--- src/rtl/mul_div_pkg.sv ---
// Shared definitions for the RISC-V M-extension multiply/divide unit:
// funct3 op encodings, FSM state type and small decode helpers.
package mul_div_pkg;

   // funct3 encodings of the M-extension operations
   localparam logic [2:0] OP_MUL    = 3'b000;
   localparam logic [2:0] OP_MULH   = 3'b001;
   localparam logic [2:0] OP_MULHSU = 3'b010;
   localparam logic [2:0] OP_MULHU  = 3'b011;
   localparam logic [2:0] OP_DIV    = 3'b100;
   localparam logic [2:0] OP_DIVU   = 3'b101;
   localparam logic [2:0] OP_REM    = 3'b110;
   localparam logic [2:0] OP_REMU   = 3'b111;

   // Control FSM states
   typedef enum logic [2:0] {
      ST_IDLE     = 3'd0,
      ST_PREP     = 3'd1,
      ST_MUL_WAIT = 3'd2,
      ST_DIV_ITER = 3'd3,
      ST_FIX      = 3'd4,
      ST_DONE     = 3'd5
   } state_t;

   // All divide/remainder ops have funct3[2] set
   function automatic logic is_div_op(input logic [2:0] op);
      return op[2];
   endfunction

endpackage

--- src/rtl/mul_div_unit_div_iter.sv ---
// Unsigned restoring radix-2 divider: one quotient bit per cycle, MSB first,
// DATA_WIDTH iterations after a load. done is high in the cycle whose clock
// edge performs the final iteration, so quotient/remainder are valid from the
// following cycle on.
module div_iter_radix2 #(
   parameter int DATA_WIDTH = 32
) (
   input  logic                  clk,
   input  logic                  reset_n,
   input  logic                  load,
   input  logic [DATA_WIDTH-1:0] numerator,
   input  logic [DATA_WIDTH-1:0] denominator,
   output logic [DATA_WIDTH-1:0] quotient,
   output logic [DATA_WIDTH-1:0] remainder,
   output logic                  done
);

   localparam int W  = DATA_WIDTH;
   localparam int CW = $clog2(DATA_WIDTH + 1);

   logic [W-1:0]  rem_q, quo_q, den_q;
   logic [CW-1:0] cnt_q;
   logic [W:0]    rem_shift;
   logic [W:0]    trial;

   // Shift in the next numerator bit and trial-subtract the divisor; trial[W]
   // acts as the borrow because the shifted remainder is below 2*divisor.
   always_comb begin
      rem_shift = {rem_q, quo_q[W-1]};
      trial     = rem_shift - {1'b0, den_q};
   end

   // Iteration registers: load operands, then restore or keep each cycle
   always_ff @(posedge clk or negedge reset_n) begin
      if (!reset_n) begin
         rem_q <= '0;
         quo_q <= '0;
         den_q <= '0;
         cnt_q <= '0;
      end else if (load) begin
         rem_q <= '0;
         quo_q <= numerator;
         den_q <= denominator;
         cnt_q <= CW'(W);
      end else if (cnt_q != '0) begin
         if (!trial[W]) begin
            rem_q <= trial[W-1:0];
            quo_q <= {quo_q[W-2:0], 1'b1};
         end else begin
            rem_q <= rem_shift[W-1:0];
            quo_q <= {quo_q[W-2:0], 1'b0};
         end
         cnt_q <= cnt_q - 1'b1;
      end
   end

   assign quotient  = quo_q;
   assign remainder = rem_q;
   assign done      = (cnt_q == CW'(1));

endmodule

--- src/rtl/mul_div_unit.sv ---
// RISC-V M-extension execute unit (MUL/MULH/MULHSU/MULHU/DIV/DIVU/REM/REMU).
// Handshake: start_in is taken on a rising edge only while ready_out=1
// (IDLE or DONE); done_out is a one-cycle pulse and result_out/flags are
// valid with it, result_out holding until the next done_out.
// Optional macro MUL_DIV_UNIT_DIV_CACHE_EN: remember the last full divide
// so an identical divide/remainder pair skips the iteration phase.
module mul_div_unit
   import mul_div_pkg::*;
#(
   parameter int DATA_WIDTH = 32,
   parameter int MUL_STAGES = 2
) (
   input  logic                  clk,
   input  logic                  reset_n,
   input  logic                  start_in,
   input  logic [2:0]            op_in,
   input  logic [DATA_WIDTH-1:0] x_in,
   input  logic [DATA_WIDTH-1:0] y_in,
   output logic                  ready_out,
   output logic                  done_out,
   output logic [DATA_WIDTH-1:0] result_out,
   output logic                  div_by_zero_out,
   output logic                  ov_out
);

   localparam int             W        = DATA_WIDTH;
   localparam logic [1:0]     MUL_LAST = 2'(MUL_STAGES - 1);
   localparam logic [W-1:0]   MOST_NEG = {1'b1, {(W-1){1'b0}}};

   state_t         state_q, state_d;
   logic [2:0]     op_q;
   logic [W-1:0]   x_q, y_q;
   logic [W-1:0]   mag_x_q, mag_y_q;
   logic           neg_q;
   logic [1:0]     mul_cnt_q;
   logic           accept;

   logic           x_signed, y_signed, xs, ys;
   logic [W-1:0]   x_mag, y_mag;
   logic           div_op, is_dbz, is_ovf, sel_quo, neg_d;
   logic [W-1:0]   short_res;

   logic [2*W-1:0] prod_pipe [MUL_STAGES];
   logic [2*W-1:0] prod_fix;
   logic [W-1:0]   div_quo, div_rem, quo_mag, rem_mag, div_mag, div_fix;
   logic [W-1:0]   fix_res;
   logic           div_load, div_done;
   logic           cache_hit;

   assign ready_out = (state_q == ST_IDLE) || (state_q == ST_DONE);
   assign done_out  = (state_q == ST_DONE);
   assign accept    = start_in && ready_out;

   // Operand decode: signedness, magnitudes, result sign and shortcut cases
   always_comb begin
      x_signed  = (op_q == OP_MULH) || (op_q == OP_MULHSU) ||
                  (op_q == OP_DIV)  || (op_q == OP_REM);
      y_signed  = (op_q == OP_MULH) || (op_q == OP_DIV) || (op_q == OP_REM);
      xs        = x_signed && x_q[W-1];
      ys        = y_signed && y_q[W-1];
      x_mag     = xs ? -x_q : x_q;
      y_mag     = ys ? -y_q : y_q;
      div_op    = is_div_op(op_q);
      sel_quo   = (op_q == OP_DIV) || (op_q == OP_DIVU);
      is_dbz    = div_op && (y_q == '0);
      is_ovf    = ((op_q == OP_DIV) || (op_q == OP_REM)) &&
                  (x_q == MOST_NEG) && (y_q == '1);
      // remainder takes the dividend's sign, everything else xs^ys
      neg_d     = (div_op && !sel_quo) ? xs : (xs ^ ys);
      short_res = '0;
      if (is_dbz)
         short_res = sel_quo ? '1 : x_q;
      else if (is_ovf)
         short_res = sel_quo ? x_q : '0;
   end

   // Multiplier: unsigned magnitude product through MUL_STAGES registers
   always_ff @(posedge clk or negedge reset_n) begin
      if (!reset_n) begin
         for (int i = 0; i < MUL_STAGES; i++) prod_pipe[i] <= '0;
      end else begin
         prod_pipe[0] <= {{W{1'b0}}, mag_x_q} * {{W{1'b0}}, mag_y_q};
         for (int i = 1; i < MUL_STAGES; i++) prod_pipe[i] <= prod_pipe[i-1];
      end
   end

   assign div_load = (state_q == ST_PREP) && (state_d == ST_DIV_ITER);

   div_iter_radix2 #(
      .DATA_WIDTH (W)
   ) u_div (
      .clk         (clk),
      .reset_n     (reset_n),
      .load        (div_load),
      .numerator   (x_mag),
      .denominator (y_mag),
      .quotient    (div_quo),
      .remainder   (div_rem),
      .done        (div_done)
   );

`ifdef MUL_DIV_UNIT_DIV_CACHE_EN
   logic         cache_valid_q, cache_signed_q, hit_q, div_signed;
   logic [W-1:0] cache_x_q, cache_y_q, cache_quo_q, cache_rem_q;

   assign div_signed = (op_q == OP_DIV) || (op_q == OP_REM);
   assign cache_hit  = cache_valid_q && (cache_x_q == x_q) && (cache_y_q == y_q) &&
                       (cache_signed_q == div_signed);
   assign quo_mag    = hit_q ? cache_quo_q : div_quo;
   assign rem_mag    = hit_q ? cache_rem_q : div_rem;

   // Cache: capture operands and magnitudes of each completed full divide
   always_ff @(posedge clk or negedge reset_n) begin
      if (!reset_n) begin
         cache_valid_q  <= 1'b0;
         cache_signed_q <= 1'b0;
         cache_x_q      <= '0;
         cache_y_q      <= '0;
         cache_quo_q    <= '0;
         cache_rem_q    <= '0;
         hit_q          <= 1'b0;
      end else begin
         if (state_q == ST_PREP) hit_q <= cache_hit;
         if ((state_q == ST_FIX) && div_op && !hit_q) begin
            cache_valid_q  <= 1'b1;
            cache_signed_q <= div_signed;
            cache_x_q      <= x_q;
            cache_y_q      <= y_q;
            cache_quo_q    <= div_quo;
            cache_rem_q    <= div_rem;
         end
      end
   end
`else
   assign cache_hit = 1'b0;
   assign quo_mag   = div_quo;
   assign rem_mag   = div_rem;
`endif

   // Final sign fix-up and half/quotient/remainder selection
   always_comb begin
      prod_fix = neg_q ? -prod_pipe[MUL_STAGES-1] : prod_pipe[MUL_STAGES-1];
      div_mag  = sel_quo ? quo_mag : rem_mag;
      div_fix  = neg_q ? -div_mag : div_mag;
      if (div_op)
         fix_res = div_fix;
      else if (op_q == OP_MUL)
         fix_res = prod_fix[W-1:0];
      else
         fix_res = prod_fix[2*W-1:W];
   end

   // FSM state register
   always_ff @(posedge clk or negedge reset_n) begin
      if (!reset_n) state_q <= ST_IDLE;
      else          state_q <= state_d;
   end

   // FSM next-state logic
   always_comb begin
      state_d = state_q;
      case (state_q)
         ST_IDLE:     if (start_in) state_d = ST_PREP;
         ST_PREP: begin
            if (is_dbz || is_ovf) state_d = ST_DONE;
            else if (div_op)      state_d = cache_hit ? ST_FIX : ST_DIV_ITER;
            else                  state_d = ST_MUL_WAIT;
         end
         ST_MUL_WAIT: if (mul_cnt_q == MUL_LAST) state_d = ST_FIX;
         ST_DIV_ITER: if (div_done) state_d = ST_FIX;
         ST_FIX:      state_d = ST_DONE;
         ST_DONE:     state_d = start_in ? ST_PREP : ST_IDLE;
         default:     state_d = ST_IDLE;
      endcase
   end

   // Multiplier wait counter, cleared outside MUL_WAIT
   always_ff @(posedge clk or negedge reset_n) begin
      if (!reset_n)                    mul_cnt_q <= '0;
      else if (state_q != ST_MUL_WAIT) mul_cnt_q <= '0;
      else                             mul_cnt_q <= mul_cnt_q + 1'b1;
   end

   // Operand latch, magnitudes/sign capture and result/flag registers
   always_ff @(posedge clk or negedge reset_n) begin
      if (!reset_n) begin
         op_q            <= '0;
         x_q             <= '0;
         y_q             <= '0;
         mag_x_q         <= '0;
         mag_y_q         <= '0;
         neg_q           <= 1'b0;
         result_out      <= '0;
         div_by_zero_out <= 1'b0;
         ov_out          <= 1'b0;
      end else begin
         if (accept) begin
            op_q <= op_in;
            x_q  <= x_in;
            y_q  <= y_in;
         end
         if (state_q == ST_PREP) begin
            mag_x_q <= x_mag;
            mag_y_q <= y_mag;
            neg_q   <= neg_d;
            if (is_dbz || is_ovf) begin
               result_out      <= short_res;
               div_by_zero_out <= is_dbz;
               ov_out          <= is_ovf;
            end
         end
         if (state_q == ST_FIX) begin
            result_out      <= fix_res;
            div_by_zero_out <= 1'b0;
            ov_out          <= 1'b0;
         end
      end
   end

endmodule

--- config.mk ---
export PLATFORM = sky130hd
export DESIGN_NAME = mul_div_unit
export DESIGN_NICKNAME = d
export VERILOG_FILES = /design/src/rtl/mul_div_pkg.sv /design/src/rtl/mul_div_unit_div_iter.sv /design/src/rtl/mul_div_unit.sv
export SDC_FILE = /design/constraint.sdc
export NUM_CORES = 2
export LEC_CHECK = 0
export CAP_MARGIN = 20
export CORE_MARGIN = 2
export CORE_UTILIZATION = 40
export CTS_CLUSTER_SIZE = 20
export DETAILED_ROUTE_END_ITERATION = 10
export PLACE_DENSITY_LB_ADDON = 0.05
export SYNTH_ARGS = -nofsm -noshare
export SYNTH_HDL_FRONTEND = slang
export SYNTH_SLANG_ARGS = --single-unit
--- constraint.sdc ---
create_clock -name clk -period 19.4 [get_ports clk]
set_input_delay 2.91 -clock clk [delete_from_list [all_inputs] [get_ports clk]]
set_output_delay 2.91 -clock clk [all_outputs]
set_load 0.01 [all_outputs]
==> results.sh <==
export IMPL_ys_seq_area_share_pct=18.58
export IMPL_final_nets=7024
export IMPL_critPathKind="flop to flop"
export IMPL_n_fill_cell=13390
export IMPL_post_route_period_util_pct=46.49
export IMPL_synth_compound_area_share_pct=8.537
export IMPL_hold_buffers=0
export IMPL_grt_ovfl_total=0
export IMPL_setup_viol=0
export IMPL_slew_violations=0
export IMPL_r2r_cells=24
export IMPL_htreeDepth=2
export IMPL_clockBufferDepth=3
export IMPL_max_slew_margin_rel_pct=28.14
export IMPL_route_detailed_drc=0
export IMPL_synthDistinctLibCells=84
export IMPL_die_w_um=371.4
export IMPL_worstMarginPinSlew_ns=1.078
export IMPL_drive_above_1_share_pct=4.750
export IMPL_drt_pass1_iter_count=5
export IMPL_path_clk_slew_ns=0.06
export IMPL_rsz0062_at_grt="no"
export IMPL_min_from="prod_pipe[113]$_DFF_PN0_"
export IMPL_grt_pass1_vias=42190
export IMPL_synthArstFlopShare_pct=100.0
export IMPL_ys_flop_type="dfrtp_1"
export IMPL_grt_max_degree=100
export IMPL_core_um2=133800
export IMPL_whs_path_depth=0
export IMPL_dieHeight_um=371.4
export IMPL_io_buffers=105
export IMPL_drt_initial_drc_count=3005
export IMPL_netlist_area_um2=54000
export IMPL_tns_ns=0
export IMPL_skew_ns=0.02847
export IMPL_cts_sinks=401
export IMPL_clock_latency_ns=0.62
export IMPL_wirelength_um=176600
export IMPL_synth_top_family_by_area="adder cells"
export IMPL_avgSynthCellArea_um2=9.225
export IMPL_antenna_found_initial=21
export IMPL_whs_endpoint="prod_pipe[49]$_DFF_PN0_"
export IMPL_vias_per_cell=5.347
export IMPL_r2r_end="prod_pipe[122]$_DFF_PN0_"
export IMPL_syn_inst=5853
export IMPL_cts_made_buffers=46
export IMPL_grtUsageTotal_pct=26.28
export IMPL_synthMuxAreaShare_pct=2.408
export IMPL_timing_rr_start="mag_x_q[23]$_DFFE_PN0N_"
export IMPL_dp_hpwl_um=134900
export IMPL_finalHoldViolCount=0
export IMPL_synth_simple_area_share_pct=17.44
export IMPL_grt_pass1_wl_um=272200
export IMPL_worstPathArrival_ns=9.51
export IMPL_hp_class="flop to flop"
export IMPL_synth_xor_area_share_pct=3.877
export IMPL_maxCapViolCount=0
export IMPL_endpoint_kind="flop"
export IMPL_synth_edf_count=0
export IMPL_cts_root_buf="clkbuf_16"
export IMPL_postCtsSetupRepairBufs=0
export IMPL_yosys_warnings=0
export IMPL_worst_path_max_fanout=21
export IMPL_min_period_ns=9.019
export IMPL_synthToLayoutAreaGrowth_pct=7.811
export IMPL_start_kind="flop"
export IMPL_wl_per_cell_um=23.36
export IMPL_dieArea_um2=137900
export IMPL_cts_resized=0
export IMPL_antenna_left=0
export IMPL_gp_congestion=0.9419
export IMPL_timing_fmax_mhz=110.9
export IMPL_r2r_setup_slack_ns=10.38
export IMPL_syn_nets=7123
export IMPL_cp_data_required_time_ns=19.89
export IMPL_start_util_pct=40.36
export IMPL_tritoncts="yes"
export IMPL_ys_ff_latch=401
export IMPL_dr_total_vias=40420
export IMPL_status="completed"
export IMPL_rows=134
export IMPL_ios=106
export IMPL_synth_fa_ha_area_share_pct=40.28
==> worst max-delay path, cell delays in order (launching register included) <==
cell and delay (ns):
dfrtp_1 0.64, buf_4 0.46, and2_1 0.22, fa_1 0.41, fa_1 0.49, inv_1 0.06
fa_1 0.49, fa_1 0.51, inv_1 0.05, fa_1 0.55, fa_1 0.43, fa_1 0.53
inv_1 0.06, fa_1 0.47, inv_1 0.04, ha_1 0.40, and3_1 0.27, nand2_1 0.16
nor4_1 0.65, o211ai_1 0.35, nand3_1 0.28, a31oi_1 0.24, o31ai_4 0.58, mux2i_1 0.13
a2111oi_0 0.39
==> state kept, by name (all words and copies together) (netlist names) <==
signal and count:
mul_cnt_q 2, mag_y_q 32, x_q 32, prod_pipe 128
u_div.den_q 32, div_by_zero_out 1, y_q 32, state_q 3
result_out 32, u_div.remainder 32, u_div.cnt_q 6, mag_x_q 32
neg_q 1, ov_out 1, op_q 3, u_div.quotient 32
==> stage by stage <==
step | instances | area, um2 | hold slack [ns] | setup WS [ns] | utilization (%)
6_report | 7559 | 58210 | 0.3314 | 10.38 | 43.51
5_1_grt | 7557 | 58210 | 0.3492 | 10.02 | 43.51
4_1_cts | 7556 | 58180 | 0.3391 | 10.47 | 43.49
3_5_place_dp | 7473 | 56650 | 0.3347 | 10.53 | 42.34
3_3_place_gp | 7473 | 56650 | 0.3318 | 10.57 | 42.34
2_1_floorplan | 5853 | 54000 | 0.3312 | 11.99 | -
==> cell families after synthesis <==
| family | after synthesis |
|---|---|
| AOI/OAI and AO/OA | 763 |
| xor gates and xnor gates | 239 |
| adders and majority gates | 1200 |
| buffers and inverters | 1263 |
| DFF | 401 |
| muxes | 120 |
| and+or+nand+nor | 1867 |
==> synthesized netlist by cell type, types with 22 or more instances <==
cell type / instances / area share (%)
o211ai_1: 27 / 0.38
o31ai_1: 38 / 0.53
inv_1: 923 / 6.4
xnor2_1: 129 / 2.1
nor2_1: 164 / 1.1
nor3_1: 76 / 0.70
nand2b_1: 24 / 0.28
and3_1: 41 / 0.48
a21o_1: 56 / 0.78
dfrtp_1: 401 / 19
nand3_1: 50 / 0.46
a21oi_1: 215 / 2.0
nand2_1: 747 / 5.2
clkbuf_1: 309 / 2.1
xor2_1: 110 / 1.8
ha_1: 303 / 7.0
mux2i_1: 56 / 1.0
o21ai_0: 253 / 2.3
a31oi_1: 22 / 0.25
fa_1: 897 / 33
mux2_2: 61 / 1.3
nand4_1: 35 / 0.41
and2_1: 618 / 7.2
==> layer usage <==
layer / vias to the layer above / routed length, um / GRT usage, %
met1: 21120 / 81830 / 38.67
met4: 6 / 4165 / 5.761
met5: - / 36 / 0
li1: 18070 / - / -
met3: 186 / 9034 / 2.817
met2: 1042 / 81480 / 41.76
==> how the worst max path moves through the flow <==
| stage | startpoint | to | slack [ns] | cells after the start |
|---|---|---|---|---|
| global placement | mag_y_q[24]$_DFFE_PN0N_ | prod_pipe[122]$_DFF_PN0_ | 10.57 | 23 |
| floorplan | mag_x_q[29]$_DFFE_PN0N_ | prod_pipe[122]$_DFF_PN0_ | 11.99 | 24 |
| global route | mag_x_q[23]$_DFFE_PN0N_ | prod_pipe[122]$_DFF_PN0_ | 10.02 | 24 |
| finish | mag_x_q[23]$_DFFE_PN0N_ | prod_pipe[122]$_DFF_PN0_ | 10.38 | 24 |
| CTS | mag_x_q[23]$_DFFE_PN0N_ | prod_pipe[122]$_DFF_PN0_ | 10.47 | 24 |
| detailed placement | mag_x_q[23]$_DFFE_PN0N_ | prod_pipe[122]$_DFF_PN0_ | 10.53 | 24 |
==> final cells by class <==
cell class / instances / area (um2) / area share, %
multi-input cells: 4189 / 39220 / 67.37
inverters: 923 / 3465 / 5.952
flip-flops and latches: 401 / 10050 / 17.26
clock inverters: 15 / 153.9 / 0.2644
well taps: 1768 / 2212 / 3.800
clock buffers: 68 / 1375 / 2.362
diodes: 2 / 5.005 / 0.008597
repair buffers: 193 / 1737 / 2.983
==> placed cells by master (no fill, tap or decap), drive strengths merged, types with 27 or more instances in the layout <==
cell	count
a21o	56
a21oi	215
and2	619
and3	42
buf	89
clkbuf	68
clkdlybuf4s50	104
dfrtp	401
fa	897
ha	303
inv	927
mux2	63
mux2i	56
nand2	747
nand3	50
nand4	35
nor2	165
nor3	77
o211ai	27
o21ai	268
o31ai	39
xnor2	129
xor2	110
Power is left out: the tool's default activity adds up to more than one toggle a clock period on the data nets, which glitch-free logic cannot reach.
